### src/rtl/sweep_controller_pkg.sv
// Shared encodings for the DDS linear frequency sweep controller.
// Optional marker output is enabled with SWEEP_MARKER_EN.
package sweep_controller_pkg;

    typedef enum logic [1:0] {
        SW_IDLE  = 2'd0,
        SW_DWELL = 2'd1,
        SW_STEP  = 2'd2,
        SW_DONE  = 2'd3
    } sw_state_e;

    localparam logic [1:0] SW_MODE_SINGLE = 2'b00;
    localparam logic [1:0] SW_MODE_SAW    = 2'b01;
    localparam logic [1:0] SW_MODE_TRI    = 2'b10;
    localparam logic [1:0] SW_MODE_RSVD   = 2'b11;

    // A zero step is only usable when there is nowhere to go.
    function automatic logic sw_cfg_ok(
        input logic [1:0] mode,
        input logic       step_zero,
        input logic       same_ends
    );
        return (mode != SW_MODE_RSVD) && !(step_zero && !same_ends);
    endfunction

endpackage

### src/rtl/sweep_controller_if.sv
// Config/command/status bundle between control_unit and sweep_controller.
// Marker signals exist only when SWEEP_MARKER_EN is defined.
interface sweep_controller_if #(
    parameter int M_W     = 11,
    parameter int DWELL_W = 16
);
    logic               tick;
    logic [M_W-1:0]     cfg_start_m;
    logic [M_W-1:0]     cfg_stop_m;
    logic [M_W-1:0]     cfg_step;
    logic [DWELL_W-1:0] cfg_dwell;
    logic [1:0]         cfg_mode;
    logic               cmd_start;
    logic               cmd_abort;
    logic [M_W-1:0]     phase_M;
    logic               busy;
    logic               sweep_done;
    logic               cfg_err;
`ifdef SWEEP_MARKER_EN
    logic [M_W-1:0]     cfg_marker_m;
    logic               marker;
`endif

    modport master (
`ifdef SWEEP_MARKER_EN
        output cfg_marker_m,
        input  marker,
`endif
        output tick,
        output cfg_start_m,
        output cfg_stop_m,
        output cfg_step,
        output cfg_dwell,
        output cfg_mode,
        output cmd_start,
        output cmd_abort,
        input  phase_M,
        input  busy,
        input  sweep_done,
        input  cfg_err
    );

    modport slave (
`ifdef SWEEP_MARKER_EN
        input  cfg_marker_m,
        output marker,
`endif
        input  tick,
        input  cfg_start_m,
        input  cfg_stop_m,
        input  cfg_step,
        input  cfg_dwell,
        input  cfg_mode,
        input  cmd_start,
        input  cmd_abort,
        output phase_M,
        output busy,
        output sweep_done,
        output cfg_err
    );

endinterface

### src/rtl/sweep_next_value.sv
// Clamped next sweep point; when already on the target it steps away
// from it (the triangle turn-around) toward the opposite endpoint.
module sweep_next_value #(
    parameter int M_W = 11
) (
    input  logic [M_W-1:0] cur,
    input  logic [M_W-1:0] step,
    input  logic [M_W-1:0] start_m,
    input  logic [M_W-1:0] stop_m,
    input  logic           fwd,
    input  logic           up0,
    output logic [M_W-1:0] next_m,
    output logic           at_target
);
    logic [M_W-1:0] target;
    logic [M_W-1:0] aim;
    logic           eff_fwd;
    logic           up;
    logic [M_W:0]   sum;
    logic [M_W:0]   diff;

    always_comb begin
        target    = fwd ? stop_m : start_m;
        at_target = (cur == target);
        eff_fwd   = at_target ? ~fwd : fwd;
        aim       = eff_fwd ? stop_m : start_m;
        up        = eff_fwd ? up0 : ~up0;
        sum       = {1'b0, cur} + {1'b0, step};
        diff      = {1'b0, cur} - {1'b0, step};
        next_m    = aim;
        if (up) begin
            if (sum <= {1'b0, aim})
                next_m = sum[M_W-1:0];
        end else begin
            if (!diff[M_W] && (diff[M_W-1:0] >= aim))
                next_m = diff[M_W-1:0];
        end
    end

endmodule

### src/rtl/sweep_controller.sv
// Linear phase_M sweep sequencer paced by the DDS sample tick.
// Define SWEEP_MARKER_EN to add the cfg_marker_m / marker crossing pulse.
module sweep_controller
    import sweep_controller_pkg::*;
#(
    parameter int M_W     = 11,
    parameter int DWELL_W = 16
) (
    input logic               clk,
    input logic               rst,
    sweep_controller_if.slave bus
);
    sw_state_e          state_q, state_n;
    logic [M_W-1:0]     phase_q, phase_n;
    logic [M_W-1:0]     start_q, stop_q, step_q;
    logic [DWELL_W-1:0] dwell_q, cnt_q, cnt_n, dwell_in;
    logic [1:0]         mode_q;
    logic               up_q, up_n, up0_q;
    logic               busy_q, busy_n;
    logic               done_q, done_n;
    logic               err_q, err_n;
    logic               load_cfg;
    logic               cfg_up;
    logic               cfg_ok;
    logic [M_W-1:0]     step_val;
    logic               at_target;

`ifdef SWEEP_MARKER_EN
    logic [M_W-1:0]     mark_q;
    logic               marker_q, marker_n;

    function automatic logic hit(
        input logic [M_W-1:0] from_v,
        input logic [M_W-1:0] to_v,
        input logic [M_W-1:0] mark,
        input logic           up
    );
        return up ? (from_v < mark && to_v >= mark)
                  : (from_v > mark && to_v <= mark);
    endfunction
`endif

    sweep_next_value #(.M_W(M_W)) u_next (
        .cur       (phase_q),
        .step      (step_q),
        .start_m   (start_q),
        .stop_m    (stop_q),
        .fwd       (up_q == up0_q),
        .up0       (up0_q),
        .next_m    (step_val),
        .at_target (at_target)
    );

    assign dwell_in = (bus.cfg_dwell == '0) ? DWELL_W'(1) : bus.cfg_dwell;
    assign cfg_up   = (bus.cfg_stop_m >= bus.cfg_start_m);
    assign cfg_ok   = sw_cfg_ok(bus.cfg_mode, bus.cfg_step == '0,
                                bus.cfg_start_m == bus.cfg_stop_m);

    always_comb begin
        state_n  = state_q;
        phase_n  = phase_q;
        cnt_n    = cnt_q;
        up_n     = up_q;
        busy_n   = busy_q;
        done_n   = 1'b0;
        err_n    = err_q;
        load_cfg = 1'b0;
`ifdef SWEEP_MARKER_EN
        marker_n = 1'b0;
`endif
        if (bus.cmd_abort && state_q != SW_IDLE) begin
            state_n = SW_IDLE;
            busy_n  = 1'b0;
        end else begin
            unique case (state_q)
                SW_IDLE: begin
                    if (bus.cmd_start && !bus.cmd_abort) begin
                        if (cfg_ok) begin
                            load_cfg = 1'b1;
                            phase_n  = bus.cfg_start_m;
                            cnt_n    = dwell_in;
                            up_n     = cfg_up;
                            busy_n   = 1'b1;
                            err_n    = 1'b0;
                            state_n  = SW_DWELL;
`ifdef SWEEP_MARKER_EN
                            marker_n = (bus.cfg_start_m == bus.cfg_marker_m);
`endif
                        end else begin
                            err_n = 1'b1;
                        end
                    end
                end
                SW_DWELL: begin
                    if (bus.tick) begin
                        if (cnt_q == DWELL_W'(1))
                            state_n = SW_STEP;
                        else
                            cnt_n = cnt_q - DWELL_W'(1);
                    end
                end
                SW_STEP: begin
                    cnt_n   = dwell_q;
                    state_n = SW_DWELL;
                    if (!at_target) begin
                        phase_n = step_val;
`ifdef SWEEP_MARKER_EN
                        marker_n = hit(phase_q, step_val, mark_q, up_q);
`endif
                    end else begin
                        unique case (mode_q)
                            SW_MODE_SAW: begin
                                phase_n = start_q;
                                up_n    = up0_q;
`ifdef SWEEP_MARKER_EN
                                marker_n = (start_q == mark_q);
`endif
                            end
                            SW_MODE_TRI: begin
                                phase_n = step_val;
                                up_n    = ~up_q;
`ifdef SWEEP_MARKER_EN
                                marker_n = hit(phase_q, step_val, mark_q, ~up_q);
`endif
                            end
                            default: begin
                                state_n = SW_DONE;
                                done_n  = 1'b1;
                                busy_n  = 1'b0;
                            end
                        endcase
                    end
                end
                SW_DONE: begin
                    state_n = SW_IDLE;
                end
            endcase
        end
    end

    always_ff @(posedge clk or posedge rst) begin
        if (rst) begin
            state_q <= SW_IDLE;
            phase_q <= '0;
            cnt_q   <= '0;
            start_q <= '0;
            stop_q  <= '0;
            step_q  <= '0;
            dwell_q <= '0;
            mode_q  <= SW_MODE_SINGLE;
            up_q    <= 1'b1;
            up0_q   <= 1'b1;
            busy_q  <= 1'b0;
            done_q  <= 1'b0;
            err_q   <= 1'b0;
        end else begin
            state_q <= state_n;
            phase_q <= phase_n;
            cnt_q   <= cnt_n;
            up_q    <= up_n;
            busy_q  <= busy_n;
            done_q  <= done_n;
            err_q   <= err_n;
            if (load_cfg) begin
                start_q <= bus.cfg_start_m;
                stop_q  <= bus.cfg_stop_m;
                step_q  <= bus.cfg_step;
                dwell_q <= dwell_in;
                mode_q  <= bus.cfg_mode;
                up0_q   <= cfg_up;
            end
        end
    end

`ifdef SWEEP_MARKER_EN
    always_ff @(posedge clk or posedge rst) begin
        if (rst) begin
            mark_q   <= '0;
            marker_q <= 1'b0;
        end else begin
            marker_q <= marker_n;
            if (load_cfg)
                mark_q <= bus.cfg_marker_m;
        end
    end

    assign bus.marker = marker_q;
`endif

    assign bus.phase_M    = phase_q;
    assign bus.busy       = busy_q;
    assign bus.sweep_done = done_q;
    assign bus.cfg_err    = err_q;

endmodule

### src/flat_wrapper.sv
// flat-port wrapper written by rule: the top's interface ports become plain ports
module sweep_controller_flat import sweep_controller_pkg::*;
#(
    parameter int M_W     = 11,
    parameter int DWELL_W = 16
)
  (clk, rst, bus_tick, bus_cfg_start_m, bus_cfg_stop_m, bus_cfg_step, bus_cfg_dwell, bus_cfg_mode, bus_cmd_start, bus_cmd_abort, bus_phase_M, bus_busy, bus_sweep_done, bus_cfg_err);
  sweep_controller_if #(.M_W(M_W), .DWELL_W(DWELL_W)) bus_i ();
  input logic clk;
  input logic rst;
  input wire logic [$bits(bus_i.tick)-1:0] bus_tick;
  input wire logic [$bits(bus_i.cfg_start_m)-1:0] bus_cfg_start_m;
  input wire logic [$bits(bus_i.cfg_stop_m)-1:0] bus_cfg_stop_m;
  input wire logic [$bits(bus_i.cfg_step)-1:0] bus_cfg_step;
  input wire logic [$bits(bus_i.cfg_dwell)-1:0] bus_cfg_dwell;
  input wire logic [$bits(bus_i.cfg_mode)-1:0] bus_cfg_mode;
  input wire logic [$bits(bus_i.cmd_start)-1:0] bus_cmd_start;
  input wire logic [$bits(bus_i.cmd_abort)-1:0] bus_cmd_abort;
  output wire logic [$bits(bus_i.phase_M)-1:0] bus_phase_M;
  output wire logic [$bits(bus_i.busy)-1:0] bus_busy;
  output wire logic [$bits(bus_i.sweep_done)-1:0] bus_sweep_done;
  output wire logic [$bits(bus_i.cfg_err)-1:0] bus_cfg_err;
  assign bus_i.tick = bus_tick;
  assign bus_i.cfg_start_m = bus_cfg_start_m;
  assign bus_i.cfg_stop_m = bus_cfg_stop_m;
  assign bus_i.cfg_step = bus_cfg_step;
  assign bus_i.cfg_dwell = bus_cfg_dwell;
  assign bus_i.cfg_mode = bus_cfg_mode;
  assign bus_i.cmd_start = bus_cmd_start;
  assign bus_i.cmd_abort = bus_cmd_abort;
  assign bus_phase_M = bus_i.phase_M;
  assign bus_busy = bus_i.busy;
  assign bus_sweep_done = bus_i.sweep_done;
  assign bus_cfg_err = bus_i.cfg_err;
  sweep_controller #(.M_W(M_W), .DWELL_W(DWELL_W)) u_core (.clk(clk), .rst(rst), .bus(bus_i));
endmodule
### config.mk
export PLATFORM = sky130hd
export DESIGN_NAME = sweep_controller_flat
export DESIGN_NICKNAME = d
export VERILOG_FILES = /design/src/rtl/sweep_controller_pkg.sv /design/src/rtl/sweep_controller_if.sv /design/src/rtl/sweep_next_value.sv /design/src/rtl/sweep_controller.sv /design/src/flat_wrapper.sv
export SDC_FILE = /design/constraint.sdc
export NUM_CORES = 1
export LEC_CHECK = 0
export ABC_AREA = 1
export CORE_UTILIZATION = 40
export DETAILED_ROUTE_END_ITERATION = 10
export GPL_TIMING_DRIVEN = 1
export PLACE_DENSITY = 0.59
export SYNTH_ARGS = -nofsm -noshare
export SYNTH_HDL_FRONTEND = slang
export SYNTH_SLANG_ARGS = --single-unit
### constraint.sdc
create_clock -name clk -period 8.66 [get_ports clk]
set_input_delay 1.732 -clock clk [delete_from_list [all_inputs] [get_ports clk]]
set_output_delay 1.732 -clock clk [all_outputs]
set_load 0.03 [all_outputs]
==> flow_summary.ini, run 1 <==
[timing]
drv_slew = 0
period_share = 0.593
finalSetupTns_ns = 0
worst_pin_slew_ns = 0.815
grt_setup_unrepaired = no
slew_headroom = 0.455
setup_slack_ns = 3.53
fin_skew_ns = 0.0117
hold_viol_final = 0
hold_ws_ns = 0.494
max_freq_mhz = 195
setup_viol = 0
fin_crit_ns = 5.13

[global_route]
grt-ovfl-total = 0
grt_usage = 0.249
antenna_found_initial = 0
grt_max_degree = 70
grt_pass1_vias = 6822
grt_pass1_wl_um = 37100

[final_layout]
nFillCells = 1882
layout-drive-gt1-share = 0.0890
multi_input_comb_area_um2 = 4600
area_delta_synth_final_pct = 15.3
fin_area_um2 = 8600
register_area_um2 = 2130
antenna-diode-count = 0
fin_nets = 1229

[drt]
ant_nets = 0
wire_per_inst_um = 17.2
drt_wl_total_um = 23000
vias = 7224
first_iter_violations = 509
first_pass_iters = 5
drc = 0
vias_per_cell = 5.39

[synth]
yosysWarnings = 0
syn-cell-area_um2 = 7460
synth_nets = 1183
ys_types = 48
syn_avg_cell_area_um2 = 7.03
syn_inst = 1061
ys_seq_area_frac = 0.285
synth_ff_type = dfrtp_1
yosys-top-cells-count = nand2_1 (209), inv_1 (143), nand3_1 (91)
yosysMostFrequentCell = nand2_1
ys_seq_elements = 85
synth_edf_count = 0
synthArstFlopShare = 1.00
yosys.area.top_type = dfrtp_1
yosysTopAreaCellShare = 0.278
synth.area.top_cells = dfrtp_1 (28%), ha_1 (11%), nand2_1 (11%)

[place]
post_dp_cell_area_um2 = 8280
routabilityCongestion = 0.912
dp_slack_ns = 3.30
io_buffers = 69
hpwl_um = 18100

[setup_path]
crit_type = register to register
worst_setup_path_end_kind = register
cp_data_required_time_ns = 8.90
critical-path-slowest-cell = dfstp_2
critPathMostFrequentCell = nand2_1
crit_path_max_fanout = 22
cpPeakStageDelay_ns = 0.60
crit_arrival_ns = 5.37
cp-start-kind = register

[clock_tree]
cts_buffer_depth = 2
cts.htree.levels = 3
cts-root-buf = clkbuf_16
cts_resized = 0
clkLatencyLatePin_ns = 0.36
cts_setup_buffers = 0
cts_tree = built
cts_hold_buf = 0
numCtsBuffers = 9
clk_pin_slew_ns = 0.07
cts.sinks = 85

[hold_path]
hold_path_class = register to register

[floorplan]
dieArea_um2 = 19200
core_area_um2 = 18100
fp.dieH_um = 139
initial_core_util = 0.411
rows = 49
pin_count = 70
die-width_um = 139

[status]
outcome = finished clean

[run]
maxCapViolations = 0
## final cells by class
| type | instances | share of cell area |
|---|---|---|
| multi-input cells | 792 | 0.534 |
| flip-flops and latches | 85 | 0.248 |
| repair buffers | 73 | 0.0838 |
| inverters | 146 | 0.0639 |
| well taps | 229 | 0.0333 |
| clock buffers | 11 | 0.0294 |
| clock inverters | 5 | 0.00771 |
## stage by stage
step	utilization	instances
3_3_place_gp	0.456	1325
4_1_cts	0.474	1341
5_1_grt	0.474	1341
3_5_place_dp	0.456	1325
6_report	0.474	1341
2_1_floorplan	-	1061
## worst paths after layout
check / startpoint / end / slack, ns / cells after the start
worst max register to register: u_core.up0_q / u_core.bus.phase_M[7] / 3.53 / 31
max in group asynchronous: rst / u_core.step_q[8] / 5.77 / 3
worst max-delay path: u_core.up0_q / u_core.bus.phase_M[7] / 3.53 / 31
worst min-delay path: u_core.dwell_q[0] / u_core.dwell_q[0] / 0.49 / 1
min in group asynchronous: rst / u_core.dwell_q[10] / 1.72 / 2
worst min register to register: u_core.dwell_q[0] / u_core.dwell_q[0] / 0.49 / 1
## layer usage
metal  up-vias  GRT usage  part of all wire
li1       3599          -                 -
met1      3379      0.340              0.47
met2       211      0.390              0.44
met3        35     0.0418             0.056
met4         0      0.102             0.033
met5         -          0                 0
## registers in the layout, summed over array words and instances (netlist names), 2 cells and up
signal              cells
u_core.bus.phase_M     11
u_core.cnt_q           16
u_core.dwell_q         16
u_core.mode_q           2
u_core.start_q         11
u_core.state_q          2
u_core.step_q          11
u_core.stop_q          11
## worst max-delay path, delay by kind of cell, from the launching register on
| kind | cells | cell delay [ns] |
|---|---|---|
| and+or+nand+nor | 29 | 4.06 |
| DFF | 1 | 0.60 |
| adders and majority gates | 1 | 0.31 |
| AOI/OAI and AO/OA | 1 | 0.05 |
## placed cells by master, fill, tap and decap left out, drive strengths merged, types with 4 or more instances in the layout
master / instances
xor2: 15
clkdlybuf4s50: 69
nor4: 5
buf: 4
ha: 64
nand4: 8
nand2: 234
mux2: 8
a21oi: 84
inv: 146
and2: 10
o21ai: 97
nand3: 107
a22oi: 5
dfrtp: 83
o31ai: 5
o21a: 12
nor2: 89
o211ai: 7
nor3: 16
clkbuf: 11
## kinds of logic after synthesis
group	count (synthesis)	share of synthesized area
AOI/OAI and AO/OA	227	0.174
buffers and inverters	184	0.0996
and+or+nand+nor	475	0.298
muxes	8	0.0121
adders and majority gates	66	0.113
xor gates and xnor gates	16	0.0188
DFF	85	0.285
Power of run 1 is not shown: default switching activity piles up to over one toggle a cycle in this logic, so the estimate is an artifact.
==> run 2: changes to the inputs <==
- PLACE_DENSITY: 0.59 -> 0.61
- clock period: 8.66 -> 4.2 ns (I/O delays scaled with it)
==> flow_summary.ini, run 2 (synthesis results as in run 1) <==
[final_layout]
layout-drive-gt1-share = 0.137
multi_input_comb_area_um2 = 4740
antenna-diode-count = 0
nFillCells = 1837
top_regs = u_core.cnt_q (16), u_core.dwell_q (16)
utilization = 0.498
mostFrequentLayoutCells = nand2_1 (204), inv_1 (140), nand3_1 (89), o21ai_0 (86), dfrtp_1 (83)
area_delta_synth_final_pct = 21.1
final_common_cell = nand2_1
register_area_um2 = 2130
fin_nets = 1258

[global_route]
grt-ovfl-total = 0
antenna_found_initial = 0
grt_pass1_vias = 7013
grt_pass1_wl_um = 37500
grt_max_degree = 60
grt_usage = 0.247

[clock_tree]
cts_buffer_depth = 2
cts.htree.levels = 3
cts-root-buf = clkbuf_16
numCtsBuffers = 9
clkLatencyLatePin_ns = 0.35
clk_pin_slew_ns = 0.07
cts.sinks = 85
cts_tree = built

[timing]
drv_slew = 0
fin_skew_ns = 0.00946
fin_crit_ns = 4.01
period_share = 0.955
setup_viol = 0
max_freq_mhz = 249
grt_setup_unrepaired = yes
slew_headroom = 0.315
worst_pin_slew_ns = 1.03
hold_ws_ns = 0.496
hold_viol_final = 0

[drt]
vias_per_cell = 5.45
drc = 0
ant_nets = 0
first_pass_iters = 5
drt_wl_total_um = 23500
first_iter_violations = 565
wire_per_inst_um = 17.2
vias = 7462

[setup_path]
r2r_slack_ns = 0.19
critPathMostFrequentCell = nand3_1
crit_arrival_ns = 4.24
cp-start-kind = register
cpPeakStageDelay_ns = 0.61
crit_type = register to register
critical-path-slowest-cell = dfstp_2
worst_setup_path_end_kind = register
cp_data_required_time_ns = 4.43
crit_family = simple AND/OR/NAND/NOR gates
crit_path_max_fanout = 8
critPathBufInv = 5

[place]
hpwl_um = 18200
routabilityCongestion = 0.962
io_buffers = 69

[floorplan]
initial_core_util = 0.411
die-width_um = 139
fp.dieH_um = 139
rows = 49
pin_count = 70
core_area_um2 = 18100
dieArea_um2 = 19200

[status]
outcome = finished clean

[hold_path]
hold_path_class = register to register

[run]
maxCapViolations = 0
==> run 2: cell count changes in the layout (fill, tap and decap cells not counted), moves of 3 or more <==
cell	previous run	this run
nor2_1	74	69
buf_4	4	23
a21oi_1	74	71
nand2_1	209	204
nand2_8	0	4
nand2_4	4	1
a21oi_2	10	13
and2_4	0	9
and2_1	10	1
nand2_2	21	25
nor2_2	13	18
buf_6	0	6
==> run 2: final timing paths <==
kind                            depth (start not counted)               endpoint               start
worst max-delay path                                   27  u_core.bus.phase_M[0]        u_core.up0_q
worst min-delay path                                    1     u_core.dwell_q[11]  u_core.dwell_q[11]
worst max register to register                         27  u_core.bus.phase_M[0]        u_core.up0_q
worst min register to register                          1     u_core.dwell_q[11]  u_core.dwell_q[11]
max in group asynchronous                               3       u_core.cnt_q[13]                 rst
min in group asynchronous                               2       u_core.stop_q[5]                 rst
==> run 2: stage by stage <==
step / std cells / setup TNS (ns) / cell area, µm² / setup WS [ns]
after floorplan: 1061 / 0 / 7460 / 0.618
after CTS: 1358 / 0 / 8740 / 0.0658
final: 1370 / 0 / 9030 / 0.188
after global placement: 1342 / -3.73 / 8440 / -0.309
after global routing: 1370 / -0.172 / 9030 / -0.0339
after detailed placement: 1342 / -2.93 / 8440 / -0.275
==> run 2: cell type report <==
type                    instances  area share
repair buffers                102       0.113
well taps                     229      0.0317
multi-input cells             792       0.525
inverters                     146      0.0615
flip-flops and latches         85       0.236
clock buffers                  10      0.0253
clock inverters                 6     0.00789
==> run 2: worst register-to-register path, stage by stage, from the launching register on <==
cell and delay (ns):
dfstp_2 0.61, inv_4 0.08, nand2_8 0.10, buf_4 0.12, nand3_1 0.07, nand3_1 0.10
nand2_1 0.08, inv_1 0.08, nand2_1 0.06, nor2_2 0.14, nand3_4 0.12, nand2_8 0.12
nand2_2 0.08, buf_4 0.16, nand2_2 0.08, and2_4 0.15, ha_1 0.25, a21oi_1 0.13
o21ai_0 0.13, nand3_1 0.10, o2111ai_1 0.12, o21ai_2 0.31, buf_4 0.21, nand3_1 0.09
nand2_1 0.09, nand3_1 0.11, nand2_1 0.15, a21oi_2 0.06
==> run 2: layer usage <==
layer | up-vias | wire length (µm) | track usage | part of all wire
met3 | 47 | 1100 | 0.0273 | 0.047
li1 | 3665 | - | - | -
met1 | 3507 | 11000 | 0.344 | 0.47
met5 | - | 0 | 0 | 0
met2 | 243 | 10500 | 0.388 | 0.45
met4 | 0 | 872 | 0.111 | 0.037
==> run 2: repair_timing <==
| item | CTS | global route |
|---|---|---|
| setup endpoints to repair | 0 | 11 |
| resized for setup | 0 | 48 |
| hold buffers | 0 | 0 |
| buffers inserted | 0 | 7 |
Power of run 2 is left out for the same reason.
==> run 3: changes to the inputs <==
- TNS_END_PERCENT: default -> 30
==> flow_summary.ini, run 3 (synthesis results as in run 1) <==
[clock_tree]
cts_buffer_depth = 2
clkLatencyLatePin_ns = 0.35
cts_tree = built
cts.htree.levels = 3
numCtsBuffers = 9
cts_hold_buf = 0
clk_pin_slew_ns = 0.07
cts.sinks = 85
cts-root-buf = clkbuf_16

[setup_path]
crit_path_max_fanout = 8
critical-path-slowest-cell = dfstp_2
r2r_slack_ns = 0.20
critPathMostFrequentCell = nand3_1
crit_arrival_ns = 4.23
reg2reg_from = u_core.up0_q
crit_type = register to register
reg2reg_to = u_core.bus.phase_M[0]
cp-start-kind = register
reg2reg_depth = 28
cpPeakStageDelay_ns = 0.61
cp_data_required_time_ns = 4.43
worst_setup_path_end_kind = register

[hold_path]
hold_path_class = register to register
min-delay-start = u_core.dwell_q[11]
hold-path-cell-count = 1
hold_path_end = u_core.dwell_q[11]

[drt]
drc = 0
ant_nets = 0
wire_per_inst_um = 17.1
first_pass_iters = 5
vias = 7433
vias_per_cell = 5.43
first_iter_violations = 559
drt_wl_total_um = 23500

[final_layout]
antenna-diode-count = 0
fin_nets = 1258
mostFrequentLayoutCells = nand2_1 (204), inv_1 (140), nand3_1 (89), o21ai_0 (86), dfrtp_1 (83)
fin_area_um2 = 9030
layout-drive-gt1-share = 0.135
top_regs = u_core.cnt_q (16), u_core.dwell_q (16)
final_common_cell = nand2_1
instances_no_fill = 1370
area_delta_synth_final_pct = 21.0
utilization = 0.498
nFillCells = 1836

[floorplan]
dieArea_um2 = 19200
pin_count = 70
initial_core_util = 0.411
rows = 49
die-width_um = 139
core_area_um2 = 18100
fp.dieH_um = 139

[timing]
max_freq_mhz = 250
hold_viol_final = 0
slew_headroom = 0.315
fin_crit_ns = 4.00
worst_pin_slew_ns = 1.03
fin_skew_ns = 0.00932
drv_slew = 0
period_share = 0.952
grt_setup_unrepaired = yes
setup_viol = 0
hold_ws_ns = 0.496

[place]
post_dp_cell_area_um2 = 8440
hpwl_um = 18200
routabilityCongestion = 0.962
io_buffers = 69
dp_cells = 1342

[global_route]
grt_max_degree = 60
grt-ovfl-total = 0
antenna_found_initial = 0
grt_usage = 0.247
grt_pass1_wl_um = 37500
grt_pass1_vias = 7013

[run]
maxCapViolations = 0

[status]
outcome = finished clean
## run 3: cell counts in the layout (fill, tap and decap cells not counted)
No cell type changed its count.
## run 3: worst max-delay path by stage
stage	start	to	slack, ns	cells after the start
floorplan	u_core.up_q	u_core.bus.phase_M[4]	0.62	32
global placement	bus_cfg_start_m[9]	u_core.bus.phase_M[0]	-0.31	14
detailed placement	bus_cfg_start_m[9]	u_core.bus.phase_M[10]	-0.28	14
CTS	bus_cfg_start_m[9]	u_core.bus.phase_M[7]	0.07	14
global route	u_core.up0_q	u_core.bus.phase_M[9]	-0.04	31
finish	u_core.up0_q	u_core.bus.phase_M[0]	0.20	28
## run 3: area by class of cell
type                       count  area (µm²)  share of cell area
clock inverter                 6        71.3             0.00790
timing repair buffer         102        1020               0.113
tap                          229         287              0.0317
multi-input combinational    792        4740               0.525
inverter                     146         556              0.0615
clock buffer                  10         229              0.0254
sequential                    85        2130               0.236
## run 3: routing by layer
layer  track usage  vias to the layer above  part of all wire
met4         0.111                        0             0.037
met1         0.344                     3471              0.46
met2         0.388                      252              0.45
met3        0.0273                       49             0.054
met5             0                        -                 0
li1              -                     3661                 -
## run 3: what timing repair did
item / in CTS / in global routing
setup endpoints to repair: 0 / 11
gates resized for setup: 0 / 46
buffers inserted: 0 / 7
## run 3: metrics by stage
step,worst slack [ns],setup TNS [ns]
final,0.204,0
after global routing,-0.0409,-0.223
after CTS,0.0658,0
after detailed placement,-0.275,-2.93
after global placement,-0.309,-3.73
after floorplan,0.618,0
## run 3: worst max-delay path: cells and delay by family, from the launching register on
kind,cells,cell delay [ns]
AND/OR/NAND/NOR,18,1.74
buffers and inverters,6,0.78
flip-flops,1,0.61
AO/OA/AOI/OAI,3,0.49
adder cells (fa/ha/maj),1,0.26
Power of run 3 is left out for the same reason.
